**config.mk**
```make
export PLATFORM = sky130hd
export DESIGN_NAME = seq_calc
export DESIGN_NICKNAME = d
export VERILOG_FILES = /design/src/rtl/seq_calc.sv
export SDC_FILE = /design/constraint.sdc
export NUM_CORES = 1
export LEC_CHECK = 0
export ABC_AREA = 1
export CAP_MARGIN = 20
export CORE_MARGIN = 2
export CORE_UTILIZATION = 50
export DETAILED_ROUTE_END_ITERATION = 10
export PLACE_DENSITY = 0.81
export SYNTH_ARGS = -nofsm -noshare
export SYNTH_HDL_FRONTEND = slang
export SYNTH_SLANG_ARGS = --single-unit
```
**constraint.sdc**
```tcl
create_clock -name clk -period 2.2 [get_ports clk]
set_clock_uncertainty 0.1 [all_clocks]
set_input_delay 0.22 -clock clk [delete_from_list [all_inputs] [get_ports clk]]
set_output_delay 0.22 -clock clk [all_outputs]
set_load 0.01 [all_outputs]
```
**src/rtl/seq_calc.sv**
```systemverilog
// Sequential multiply/add calculator: shift-add multiplier, double-dabble
// binary-to-BCD conversion and registered seven-segment digit outputs.
module seq_calc #(
  parameter int unsigned W      = 4,
  parameter int unsigned DIGITS = 2
) (
  input  logic                  clk,
  input  logic                  rst,
  input  logic                  start,
  input  logic                  op,
  input  logic [W-1:0]          A,
  input  logic [W-1:0]          B,
  output logic                  busy,
  output logic                  done,
  output logic                  overflow,
  output logic [7*DIGITS-1:0]   D
);

  // Decimal digits needed to represent 2^(2w)-1.
  function automatic int unsigned calc_digits(input int unsigned w);
    logic [63:0] v;
    int unsigned n;
    v = (64'd1 << (2 * w)) - 64'd1;
    n = 0;
    for (int i = 0; i < 20; i++) begin
      if (v != 64'd0) begin
        v = v / 64'd10;
        n++;
      end
    end
    return n;
  endfunction

  // One spare always-zero digit keeps the overflow slice non-empty.
  localparam int unsigned NMAX = calc_digits(W);
  localparam int unsigned NB   = ((NMAX > DIGITS) ? NMAX : DIGITS) + 1;
  localparam int unsigned CW   = $clog2(2 * W + 1);

  function automatic logic [6:0] seg7(input logic [3:0] digit);
    case (digit)
      4'd0:    seg7 = 7'h3F;
      4'd1:    seg7 = 7'h06;
      4'd2:    seg7 = 7'h5B;
      4'd3:    seg7 = 7'h4F;
      4'd4:    seg7 = 7'h66;
      4'd5:    seg7 = 7'h6D;
      4'd6:    seg7 = 7'h7D;
      4'd7:    seg7 = 7'h07;
      4'd8:    seg7 = 7'h7F;
      4'd9:    seg7 = 7'h6F;
      default: seg7 = 7'h00;
    endcase
  endfunction

  typedef enum logic [1:0] {IDLE, MUL, BCD, OUT} state_t;

  state_t                r_state;
  state_t                w_state_nxt;
  logic [CW-1:0]         r_cnt;
  logic [2*W-1:0]        r_mcand;
  logic [W-1:0]          r_mplr;
  logic [2*W-1:0]        r_acc;
  logic [2*W-1:0]        r_bin;
  logic [4*NB-1:0]       r_bcd;
  logic                  r_busy;
  logic                  r_done;
  logic                  r_ovf;
  logic [7*DIGITS-1:0]   r_d;
  logic [2*W-1:0]        w_acc_nxt;
  logic [4*NB-1:0]       w_bcd_adj;
  logic [7*DIGITS-1:0]   w_d_nxt;

  always_ff @(posedge clk) begin
    if (rst) r_state <= IDLE;
    else     r_state <= w_state_nxt;
  end

  always_comb begin
    w_state_nxt = r_state;
    case (r_state)
      IDLE: if (start) w_state_nxt = op ? BCD : MUL;
      MUL:  if (r_cnt == CW'(W - 1)) w_state_nxt = BCD;
      BCD:  if (r_cnt == CW'(2 * W - 1)) w_state_nxt = OUT;
      OUT:  w_state_nxt = IDLE;
      default: w_state_nxt = IDLE;
    endcase
  end

  assign w_acc_nxt = r_acc + (r_mplr[0] ? r_mcand : '0);

  // Add-3 correction on every BCD digit that is 5 or more before the shift.
  always_comb begin
    w_bcd_adj = r_bcd;
    for (int i = 0; i < NB; i++) begin
      if (r_bcd[4*i +: 4] >= 4'd5) w_bcd_adj[4*i +: 4] = r_bcd[4*i +: 4] + 4'd3;
    end
  end

  always_comb begin
    w_d_nxt = '0;
    for (int i = 0; i < DIGITS; i++) w_d_nxt[7*i +: 7] = seg7(r_bcd[4*i +: 4]);
  end

  always_ff @(posedge clk) begin
    if (rst) begin
      r_busy  <= 1'b0;
      r_done  <= 1'b0;
      r_ovf   <= 1'b0;
      r_d     <= {DIGITS{7'h3F}};
      r_cnt   <= '0;
      r_mcand <= '0;
      r_mplr  <= '0;
      r_acc   <= '0;
      r_bin   <= '0;
      r_bcd   <= '0;
    end else begin
      r_busy <= (w_state_nxt != IDLE);
      r_done <= (r_state == OUT);
      case (r_state)
        IDLE: begin
          if (start) begin
            r_mcand <= (2 * W)'(A);
            r_mplr  <= B;
            r_acc   <= '0;
            r_cnt   <= '0;
            r_bcd   <= '0;
            r_bin   <= op ? (2 * W)'({1'b0, A} + {1'b0, B}) : '0;
          end
        end
        MUL: begin
          r_acc   <= w_acc_nxt;
          r_mcand <= r_mcand << 1;
          r_mplr  <= r_mplr >> 1;
          if (r_cnt == CW'(W - 1)) begin
            r_bin <= w_acc_nxt;
            r_cnt <= '0;
          end else begin
            r_cnt <= r_cnt + CW'(1);
          end
        end
        BCD: begin
          {r_bcd, r_bin} <= {w_bcd_adj, r_bin} << 1;
          r_cnt          <= r_cnt + CW'(1);
        end
        OUT: begin
          r_d   <= w_d_nxt;
          r_ovf <= |r_bcd[4*NB-1:4*DIGITS];
        end
        default: ;
      endcase
    end
  end

  assign busy     = r_busy;
  assign done     = r_done;
  assign overflow = r_ovf;
  assign D        = r_d;

endmodule

```
==> impl_metrics.ini <==
[run_status]
status = completed

[routing]
wl_per_cell_um = 13.5
dr.pass1.iters = 5
ant_nets = 0
drc_errors = 0
wl_mm = 9.02
viasPerCell = 5.44
drt_iter0_drc = 222
vias = 3636

[setup_path]
cp.required_ns = 2.38
rrSetupSlack_ns = 0.19
worst_setup_path_start_kind = flip-flop
worstPathArrival_ns = 2.19
critPathMaxFanout = 10
worst_setup_path_end_kind = flip-flop
worstSetupPathType = flip-flop to flip-flop

[floorplan]
die_y_um = 92.4
num_rows = 32
initial_core_util = 0.511
dieWidth_um = 92.4
design.die.area_sq_mm = 0.00854
coreArea_sq_mm = 0.00765
ioPinCount = 29

[logic_synthesis]
synth_mux_area_frac = 0
synth_top_family_by_area = simple AND/OR/NAND/NOR gates
synth-edff-count = 0
ys.warnings.count = 0
synth_common_cells = 124 x nand2_1, 67 x dfxtp_1, 65 x a21oi_1, 56 x inv_1
synth.area.top_cells = dfxtp_1 34%, nand2_1 12%, ha_1 12%
synth_fa_ha_area_frac = 0.125
synthArstFlopShare = 0
yosys.area_share.simple = 0.242
synth_cells = 538
syn_area_sq_mm = 0.00391
syn_nets = 588
synth-compound-area-share = 0.195
synth.distinct_cells = 44
synth_top_cell_area_share = 0.343
ys_ff_latch = 67
syn_area_per_cell_sq_um = 7.27
synth_xor_area_frac = 0
yosysSeqAreaShare = 0.343
yosys.area.top_type = dfxtp_1
yosysMostFrequentCell = nand2_1
synth-main-ff-cell = dfxtp_1

[sta]
post-route-min-period_ns = 2.01
setup_viol = 0
tns_ns = 0
hold_viol_final = 0
post-route-period-util = 0.914
rsz0062_at_grt = false
fmax_ghz = 0.498
drv_slew = 0
slew_headroom = 0.726
tightest_slew_ns = 0.409

[power_and_ir_drop]
powerDensity_mw_per_mm2 = 623
p_total_mw = 2.75
p_leak_nw = 1.87
max-vdd-ir-drop_mv = 0.354

[final_layout]
drive_gt1_frac = 0.0795
nets = 612
fillers = 707
area_growth_pct = 13.1
diodes = 0

[global_route]
grt_max_degree = 37
grt_pass1_wl_mm = 15.3
antenna_found_initial = 0
overflow = 0
grtUsageTotal = 0.221
grt_pass1_vias = 3453

[clocking]
ctsHoldBuffers = 0
cts_tree = yes
cts-root-buf = clkbuf_8
ctsLongestPathBuffers = 2
cts-resized-gates = 0
cts_num_sinks = 67
postCtsSetupRepairBufs = 0
cts_buffers = 9
clock_latency_ns = 0.35
clkTransAtPathRegs_ns = 0.07
cts.htree.levels = 3

[place]
io_buffers = 28
place_hpwl_mm = 6.62
place.gp.congestion = 0.867

[min_path]
hold_path_class = flip-flop to flip-flop

[run]
drv_cap = 0
-- metrics by stage --
stage | util | hold slack (ns) | setup WS, ns | cells | instance area, sq um
after CTS | 0.578 | 0.369 | 0.140 | 668 | 4420
after detailed placement | 0.554 | 0.359 | 0.156 | 653 | 4240
after floorplan | - | 0.280 | 0.346 | 538 | 3910
after global routing | 0.578 | 0.399 | 0.0497 | 668 | 4420
final | 0.578 | 0.367 | 0.190 | 668 | 4420
after global placement | 0.554 | 0.348 | 0.231 | 653 | 4240
-- state kept, by name, summed over array words and instances (netlist names) --
signal	flops
D	14
busy	1
done	1
overflow	1
r_acc	8
r_bcd	16
r_bin	8
r_cnt	4
r_mcand	8
r_mplr	4
r_state	2
-- where the power goes --
part / switching, mW / internal [mW] / total, mW
Combinational: 0.328 / 0.168 / 0.496
Sequential: 0.0448 / 1.28 / 1.32
Clock: 0.443 / 0.492 / 0.935
Total: 0.816 / 1.94 / 2.75
-- worst max-delay path, stage by stage (launching register included) --
cell	delay, ns
dfxtp_2	0.38
nand2_1	0.08
inv_1	0.04
ha_1	0.20
fa_1	0.41
nand2_1	0.08
nand2_1	0.08
nand3b_1	0.12
nand2_1	0.06
nand2_1	0.05
nand3_1	0.10
nand2_1	0.08
nand2_1	0.05
a21oi_1	0.11
-- kinds of logic (layout without fill, tap and decap cells) --
group           Yosys count  in the layout
simple gates            212            212
compound gates          135            135
buf+inv                  86            114
flops                    67             67
fa+ha+maj                38             38
-- final cells by class --
cell class / instances / area [sq um] / area share
Clock inverter: 2 / 10.0 / 0.00227
Multi-Input combinational cell: 385 / 2200 / 0.497
Sequential cell: 67 / 1340 / 0.304
Tap cell: 102 / 128 / 0.0289
Clock buffer: 13 / 169 / 0.0382
Inverter: 65 / 246 / 0.0558
Timing Repair Buffer: 34 / 325 / 0.0736
-- metal layers --
layer | up-vias | GRT usage | share of wire
met5 | - | 0 | 0
met4 | 0 | 0.0771 | 0.021
met3 | 23 | 0.0586 | 0.058
met2 | 111 | 0.391 | 0.49
met1 | 1665 | 0.256 | 0.43
li1 | 1837 | - | -
-- path summary, 6_finish.rpt --
check                  from  endpoint  cells past startpoint
setup / recovery  r_mplr[0]  r_bin[6]                     13
hold / removal     r_bin[5]  r_bin[5]                      2
setup reg to reg  r_mplr[0]  r_bin[6]                     13
hold reg to reg    r_bin[5]  r_bin[5]                      2
-- layout by cell type, fill, tap and decap left out, drive strengths merged, types with 5 or more instances in the layout --
| cell type | Yosys | layout |
|---|---|---|
| nand2 | 126 | 126 |
| nand3 | 36 | 36 |
| nor2 | 34 | 34 |
| ha | 36 | 36 |
| o21ai | 41 | 41 |
| inv | 65 | 65 |
| a31oi | 9 | 9 |
| dfxtp | 67 | 67 |
| o22ai | 5 | 5 |
| a21oi | 65 | 65 |
| buf | 14 | 6 |
| clkdlybuf4s50 | 0 | 28 |
| clkbuf | 7 | 13 |
Power figures use the tool's default switching activity.
